File: config.mk
export PLATFORM = sky130hd
export DESIGN_NAME = noise_combiner
export DESIGN_NICKNAME = d
export VERILOG_FILES = /design/src/rtl/noise_combiner.sv
export SDC_FILE = /design/constraint.sdc
export NUM_CORES = 2
export LEC_CHECK = 0
export ABC_AREA = 1
export CAP_MARGIN = 20
export CORE_AREA = 2 2 234 236
export CTS_CLUSTER_DIAMETER = 50
export DETAILED_ROUTE_END_ITERATION = 10
export DIE_AREA = 0 0 236 238
export PLACE_DENSITY_LB_ADDON = 0.1
export SETUP_SLACK_MARGIN = 0.05
export SYNTH_ARGS = -nofsm -noshare
export SYNTH_HDL_FRONTEND = slang
export SYNTH_SLANG_ARGS = --single-unit
File: constraint.sdc
create_clock -name clk -period 5.6 [get_ports clk]
set_clock_uncertainty 0.05 [all_clocks]
set_input_delay 1.4 -clock clk [delete_from_list [all_inputs] [get_ports clk]]
set_output_delay 1.4 -clock clk [all_outputs]
set_load 0.01 [all_outputs]
File: src/rtl/noise_combiner.sv
//==============================================================================
// noise_combiner: DC-removes unsigned noise, scales it by a ramped gain and
//                 adds it to a complex signal stream with saturation.
// Revision: 1.0
//==============================================================================
`timescale 1ns/1ps
`default_nettype none

module noise_combiner #(
    parameter int unsigned RAMP_STEP = 64,
    parameter int unsigned GAIN_FRAC = 14
) (
    input  logic        clk,
    input  logic        reset,
    input  logic [15:0] noise_real,
    input  logic [15:0] noise_imag,
    input  logic        sig_valid,
    output logic        sig_ready,
    input  logic [15:0] sig_real,
    input  logic [15:0] sig_imag,
    input  logic        noise_en,
    input  logic [15:0] gain_target,
    input  logic        gain_load,
    output logic        out_valid,
    input  logic        out_ready,
    output logic [15:0] out_real,
    output logic [15:0] out_imag,
    output logic        out_sat,
    output logic [15:0] gain_current,
    output logic        ramp_busy
);

    localparam logic signed [32:0] c_ROUND  = 33'sd1 <<< (GAIN_FRAC - 1);
    localparam logic signed [32:0] c_SC_MAX = 33'sd131071;
    localparam logic signed [32:0] c_SC_MIN = -33'sd131072;
    localparam logic        [16:0] c_STEP   = 17'(RAMP_STEP);

    typedef enum logic [1:0] {
        IDLE      = 2'd0,
        RAMP_UP   = 2'd1,
        RAMP_DOWN = 2'd2
    } ramp_state_t;

    ramp_state_t state_q;
    logic [15:0] gain_q, gain_d, target_q;

    logic        en, accept;
    logic        s1_valid_q, s2_valid_q, out_valid_q;
    logic [15:0] s1_ns_re_q, s1_ns_im_q, s1_sig_re_q, s1_sig_im_q, s1_gain_q;
    logic [15:0] s2_sig_re_q, s2_sig_im_q;
    logic [17:0] s2_sc_re_q, s2_sc_im_q;
    logic [15:0] out_real_q, out_imag_q;
    logic        out_sat_q;
    logic [17:0] w_sc_re, w_sc_im;
    logic [16:0] w_sum_re, w_sum_im;

    function automatic logic [17:0] scale_clamp(input logic [15:0] ns, input logic [15:0] g);
        logic signed [32:0] prod;
        logic signed [32:0] shifted;
        prod    = 33'($signed(ns)) * $signed({17'b0, g});
        shifted = (prod + c_ROUND) >>> GAIN_FRAC;
        if (shifted > c_SC_MAX) begin
            return 18'h1FFFF;
        end else if (shifted < c_SC_MIN) begin
            return 18'h20000;
        end
        return shifted[17:0];
    endfunction

    // Result is {clipped, value}.
    function automatic logic [16:0] sat_add(input logic [15:0] s, input logic [17:0] sc);
        logic signed [18:0] sum;
        sum = 19'($signed(s)) + 19'($signed(sc));
        if (sum > 19'sd32767) begin
            return {1'b1, 16'h7FFF};
        end else if (sum < -19'sd32768) begin
            return {1'b1, 16'h8000};
        end
        return {1'b0, sum[15:0]};
    endfunction

    assign en        = !(out_valid_q && !out_ready);
    assign accept    = sig_valid && en;
    assign sig_ready = en;

    assign w_sc_re  = scale_clamp(s1_ns_re_q, s1_gain_q);
    assign w_sc_im  = scale_clamp(s1_ns_im_q, s1_gain_q);
    assign w_sum_re = sat_add(s2_sig_re_q, s2_sc_re_q);
    assign w_sum_im = sat_add(s2_sig_im_q, s2_sc_im_q);

    always_ff @(posedge clk or negedge reset) begin
        if (!reset) begin
            s1_valid_q  <= 1'b0;
            s2_valid_q  <= 1'b0;
            out_valid_q <= 1'b0;
            s1_ns_re_q  <= '0;
            s1_ns_im_q  <= '0;
            s1_sig_re_q <= '0;
            s1_sig_im_q <= '0;
            s1_gain_q   <= '0;
            s2_sig_re_q <= '0;
            s2_sig_im_q <= '0;
            s2_sc_re_q  <= '0;
            s2_sc_im_q  <= '0;
            out_real_q  <= '0;
            out_imag_q  <= '0;
            out_sat_q   <= 1'b0;
        end else if (en) begin
            s1_valid_q  <= accept;
            s2_valid_q  <= s1_valid_q;
            out_valid_q <= s2_valid_q;
            if (accept) begin
                // Subtracting 32768 from an unsigned word is an MSB flip.
                s1_ns_re_q  <= noise_real ^ 16'h8000;
                s1_ns_im_q  <= noise_imag ^ 16'h8000;
                s1_sig_re_q <= sig_real;
                s1_sig_im_q <= sig_imag;
                s1_gain_q   <= noise_en ? gain_q : 16'd0;
            end
            if (s1_valid_q) begin
                s2_sig_re_q <= s1_sig_re_q;
                s2_sig_im_q <= s1_sig_im_q;
                s2_sc_re_q  <= w_sc_re;
                s2_sc_im_q  <= w_sc_im;
            end
            if (s2_valid_q) begin
                out_real_q <= w_sum_re[15:0];
                out_imag_q <= w_sum_im[15:0];
                out_sat_q  <= w_sum_re[16] | w_sum_im[16];
            end
        end
    end

    // Gain only moves on accepted samples, clamped at the target in 17-bit math.
    always_comb begin
        gain_d = gain_q;
        if (accept) begin
            if (state_q == RAMP_UP) begin
                if (({1'b0, gain_q} + c_STEP) >= {1'b0, target_q}) begin
                    gain_d = target_q;
                end else begin
                    gain_d = gain_q + c_STEP[15:0];
                end
            end else if (state_q == RAMP_DOWN) begin
                if ({1'b0, gain_q} >= ({1'b0, target_q} + c_STEP)) begin
                    gain_d = gain_q - c_STEP[15:0];
                end else begin
                    gain_d = target_q;
                end
            end
        end
    end

    always_ff @(posedge clk or negedge reset) begin
        if (!reset) begin
            state_q  <= IDLE;
            gain_q   <= '0;
            target_q <= '0;
        end else begin
            gain_q <= gain_d;
            if (gain_load) begin
                target_q <= gain_target;
                if (gain_target > gain_d) begin
                    state_q <= RAMP_UP;
                end else if (gain_target < gain_d) begin
                    state_q <= RAMP_DOWN;
                end else begin
                    state_q <= IDLE;
                end
            end else if (state_q != IDLE && gain_d == target_q) begin
                state_q <= IDLE;
            end
        end
    end

    assign out_valid    = out_valid_q;
    assign out_real     = out_real_q;
    assign out_imag     = out_imag_q;
    assign out_sat      = out_sat_q;
    assign gain_current = gain_q;
    assign ramp_busy    = (state_q != IDLE);

endmodule

`default_nettype wire

Word-level counts from Yosys, hierarchy flattened:

Index checks and enable logic that the tools add are counted.

* flip-flop bits (word level): 218

* add/subtract/negate cells: 8
* multipliers: 2
* $lt $le $gt $ge: 12
* eq/ne operators: 3
* mux-type cells: 30
* bitwise logic cells: 4
* reduce and logical (&&, ||, !) cells: 10

Operator list (count)
* 2-to-1 mux 18 bit: 6
* 2-to-1 mux 17 bit: 6
* 2-to-1 mux 16 bit: 6
* adder 33 x 15 -> 33 bit, second input constant: 2
* multiplier 16 x 17 -> 33 bit: 2
* adder 16 x 18 -> 19 bit: 2
* greater-than comparator 19 x 16 -> 1 bit, second input constant: 2
* greater-than comparator 19 x 18 -> 1 bit, second input constant: 2
* less-than comparator 19 x 16 -> 1 bit, second input constant: 2
* less-than comparator 19 x 18 -> 1 bit, second input constant: 2
* adder 16 x 7 -> 17 bit, second input constant: 2
* greater-or-equal comparator 16 x 17 -> 1 bit: 1
* greater-or-equal comparator 17 x 16 -> 1 bit: 1
* adder 16 x 7 -> 16 bit, second input constant: 1
* equality test 16 bit: 1
* greater-than comparator 16 bit: 1
* less-than comparator 16 bit: 1
* subtractor 16 x 7 -> 16 bit, second input constant: 1
* 2-to-1 mux 1 bit: 8
* 2-to-1 mux 2 bit: 4
* AND reduction 2 bit: 3
* nonzero test 2 bit: 2
* logical AND 1 bit: 3
* inverter 1 bit: 3
* other kinds (4): 5

Logic depth before layout (Yosys ltp):

* depth after elaboration: 10
* mapped depth: 30

Worst setup path before layout:

Ideal clock, no wire load.

* path type: register -> register
* from: register s1_ns_im_q[8]
* to: register s2_sc_im_q[10]
* setup time: 121 ps
* data arrival time: 5859 ps
* data required time: 5429 ps
* setup slack: -429 ps
* stages on the path, launching flop included: 29
* cells stage by stage: dfrtp_1 clkbuf_1 clkbuf_1 nand2_1 fa_1 inv_1 fa_1 inv_1 fa_1 inv_1 fa_1 fa_1 inv_1 fa_1 inv_1 ha_1 nand2_1 o21ai_0 inv_1 o21ai_0 a221oi_1 nand2_1 nand2_1 nand2_1 xnor2_1 nor2_1 nor2_4 buf_6 a21oi_2

* longest elaborated chain between the ends: 6

Ends and longest elaborated chain
* start, declared: RTL line 49 `logic [15:0] s1_ns_re_q, s1_ns_im_q, s1_sig_re_q, s1_sig_im_q, s1_gain_q;`
* start signal, assigned: RTL line 115 `s1_ns_im_q <= noise_imag ^ 16'h8000;`
* multiplier 16 x 17 -> 33 bit *: RTL line 60 `prod = 33'($signed(ns)) * $signed({17'b0, g});`
* adder 33 x 15 -> 33 bit *: RTL line 61 `shifted = (prod + c_ROUND) >>> GAIN_FRAC;`
* less-than comparator 19 x 18 -> 1 bit: RTL line 64 `end else if (shifted < c_SC_MIN) begin`
* 2-to-1 mux 1 bit: RTL line 64
* 2-to-1 mux 1 bit: RTL line 62 `if (shifted > c_SC_MAX) begin`
* 2-to-1 mux 18 bit *: RTL line 67 `return shifted[17:0];`
* end signal, assigned: RTL line 124 `s2_sc_im_q <= w_sc_im;`
* end, declared: RTL line 51 `logic [17:0] s2_sc_re_q, s2_sc_im_q;`

Mark *: on every way between the ends. The rest lies on a longest branch, timed or not.
A chain may end at the register's enable or synchronous reset.

Worst setup path after layout:

* from: register s1_gain_q[5]
* to: register s2_sc_im_q[5]

* longest elaborated chain between the ends: 6

Ends and longest elaborated chain
* start, declared: RTL line 49
* start signal, assigned: RTL line 118 `s1_gain_q <= noise_en ? gain_q : 16'd0;`
* multiplier 16 x 17 -> 33 bit *: RTL line 60
* adder 33 x 15 -> 33 bit *: RTL line 61
* less-than comparator 19 x 18 -> 1 bit: RTL line 64
* 2-to-1 mux 1 bit: RTL line 64
* 2-to-1 mux 1 bit: RTL line 62
* 2-to-1 mux 18 bit *: RTL line 67

Marked as above.

==> results.yml <==
outcome:
  status: "complete, but fails checks"
  failed_checks: "setup timing"
layout:
  largestRegisters: "s2_sc_im_q x18, s2_sc_re_q x18"
  design.final.nets: 5171
  ant_cells: 0
  syn_to_final_growth_pct: 22.0
  layout-drive-gt1-share_pct: 15.8
  n_fill_cell: 4406
critical_path:
  r2r_start: "s1_gain_q[5]"
  critical-path-top-cell-by-count: "fa_1"
  reg2reg_setup_slack_ns: -0.39
  critPathSlowestCell: "fa_1"
  worst_ep_arrival_time_ns: 6.41
  critPathMaxStageDelay_ns: 0.54
  crit_path_end_kind: "register"
  setup.worst_path.class: "register to register"
  critPathMaxFanout: 8
  rr_worst_depth: 28
  startpoint_class: "register"
  worst_r2r_endpoint: "s2_sc_im_q[5]"
  worst_ep_required_time_ns: 6.02
clocking:
  clock_tree_buffer_depth: 3
  clock_latency_ns: 0.58
  tritoncts: "done"
  path_clk_slew_ns: 0.06
  root_buffer: "clkbuf_16"
  cts_sink_cnt: 218
  cts-htree-levels: 2
  numCtsBuffers: 34
min_path:
  hold_path_startpoint: "s2_sc_im_q[17]"
  min_path_type: "register to register"
  worstHoldPathCells: 2
  hold_path_end: "s2_sc_im_q[17]"
detailed_routing:
  wire_per_inst_um: 16.9
  drtIter0Drc: 1740
  routed-via-count: 27000
  drcViolationCount: 0
  ant_nets: 0
  drt_pre_antenna_iters: 6
  routed_via_density: 5.30
  drt_wl_total_um: 86200
global_route:
  grt_start_max_net_pins: 106
  via_count_of_the_first_global_routing_pass: 27400
  grt_overflow_total: 0
  overall_routing_resource_usage_pct: 30.5
  grt_first_pass_wirelength_um: 138000
  number_of_antenna_violations_at_the_first_check_in_global_routing: 2
die:
  floorplan.die.width_um: 236
  top_level_ports: 138
  die_area_um2: 56200
  die_height_um: 238
  placeableCoreArea_um2: 53500
  floorplan.rows: 85
  start_util_pct: 57.5
synth:
  top_post_synthesis_cells_by_area: "fa_1 (25%), dfrtp_1 (18%), nand2_1 (13%)"
  ys_types: 62
  yosys.area_share.adder_pct: 38.2
  synth_mux_area_share_pct: 0
  synth-compound-area-share_pct: 7.95
  yosys-top-cells-count: "nand2_1 (1,090), inv_1 (865), fa_1 (390)"
  library_cell_with_the_largest_summed_area_after_synthesis: "fa_1"
  mappedNetlistArea_um2: 30700
  synth_simple_gate_area_share_pct: 20.6
  synth-xor-area-share_pct: 2.19
  synth_top_area_share_pct: 25.4
  post_synthesis_register_bit_count: 218
  synth_top_flop_cell: "dfrtp_1"
  synthesis.nets: 4832
  main_combinational_cell_family_by_area_after_synthesis: "adder cells"
  synth-seq-area-share_pct: 17.7
  syn_inst: 4041
  synthArstFlopShare_pct: 100
  yosysMostFrequentCell: "nand2_1"
  synth-edff-count: 0
  avgSynthCellArea_um2: 7.61
  yosys_warnings: 0
place:
  placement.setup.worst_slack_ns: -0.529
  place.detailed.hpwl_um: 67600
  place.gp.congestion: 0.993
  io_buffers: 137
timing:
  report.final.setup_viol: 35
  maxSlewViolCount: 0
  post-route-period-util_pct: 107
  finalHoldViolCount: 0
  timing.final.ws_setup_ns: -0.387
  clock.fmax_mhz: 167
  unrepaired_setup_endpoints_after_global_routing: "yes"
  max_slew_margin_pct: 35.0
  finalCriticalPeriod_ns: 5.99
  max_slew.worst_pin.slew_ns: 0.974
job:
  max_cap_viol_count: 0
final cells by class:
class	count	area (µm²)	area share, %
Clock buffer	39	890	2.37
Clock inverter	21	315	0.840
Inverter	875	3290	8.77
Multi-Input combinational cell	2760	22100	58.8
Sequential cell	218	5480	14.6
Tap cell	696	871	2.32
Timing Repair Buffer	491	4610	12.3
cells in the final DEF, fill, tap and decap left out, types with 19 or more instances in the layout:
cell type / synthesis / final
a21oi_1: 187 / 139
nand2_2: 11 / 31
inv_1: 865 / 831
xnor2_1: 22 / 21
a21oi_2: 15 / 54
dfrtp_1: 218 / 197
nand4_1: 45 / 45
nor3_1: 20 / 19
ha_4: 0 / 23
dfrtp_2: 0 / 21
xor2_1: 53 / 52
o21ai_0: 171 / 153
nand3_1: 137 / 136
ha_1: 315 / 292
buf_4: 14 / 300
clkdlybuf4s50_1: 0 / 136
clkbuf_16: 0 / 43
buf_12: 0 / 28
nor2_1: 195 / 181
fa_1: 390 / 378
inv_2: 9 / 42
nand2_1: 1090 / 1061
cells by family after synthesis:
family | after synthesis
simple gates | 1543
buf+inv | 1064
fa+ha+maj | 705
compound gates | 435
flops | 218
xor+xnor | 76
worst max-delay path by stage:
stage,from,cells after the start,to
floorplan,s1_ns_im_q[4],28,s2_sc_im_q[11]
global placement,s1_gain_q[13],24,s2_sc_re_q[10]
detailed placement,s1_gain_q[13],24,s2_sc_re_q[15]
CTS,s1_gain_q[10],26,s2_sc_re_q[15]
global route,s1_gain_q[12],27,s2_sc_im_q[5]
finish,s1_gain_q[5],28,s2_sc_im_q[5]
metrics by stage:
step | hold slack, ns | utilization (%) | area, µm² | std cells | TNS [ns]
6_report | 0.438 | 70.1 | 37500 | 5100 | -11.75
5_1_grt | 0.467 | 70.1 | 37500 | 5100 | -17.27
4_1_cts | 0.444 | 68.3 | 36600 | 5066 | -8.53
3_5_place_dp | 0.419 | 65.6 | 35100 | 4998 | -14.42
3_3_place_gp | 0.411 | 65.6 | 35100 | 4998 | -11.79
2_1_floorplan | 0.382 | - | 31300 | 4041 | -1.48
per-layer routing:
layer	up-vias	GRT usage, %	routed length, µm
met5	-	0	26
met2	784	53.5	42800
met4	4	12.1	3560
met1	13100	38.7	35100
li1	12900	-	-
met3	200	3.34	4630
timing repair:
item | in CTS | in global routing
cloned | 1 | 9
hold buffers | 0 | 0
setup endpoints to repair | 36 | 36
setup buffers | 7 | 24
gates resized for setup | 44 | 159
pin swaps | 13 | 48
critical path, delay by kind of cell (launching register included):
family / cells / cell delay [ns]
adder cells (fa/ha/maj): 7 / 3.28
AO/OA/AOI/OAI: 5 / 0.60
flip-flops: 1 / 0.43
AND/OR/NAND/NOR: 6 / 0.55
buffers and inverters: 9 / 0.79
XOR/XNOR: 1 / 0.18
Power is left out: the tool's default activity adds up to more than one toggle a clock period on the data nets, which glitch-free logic cannot reach.
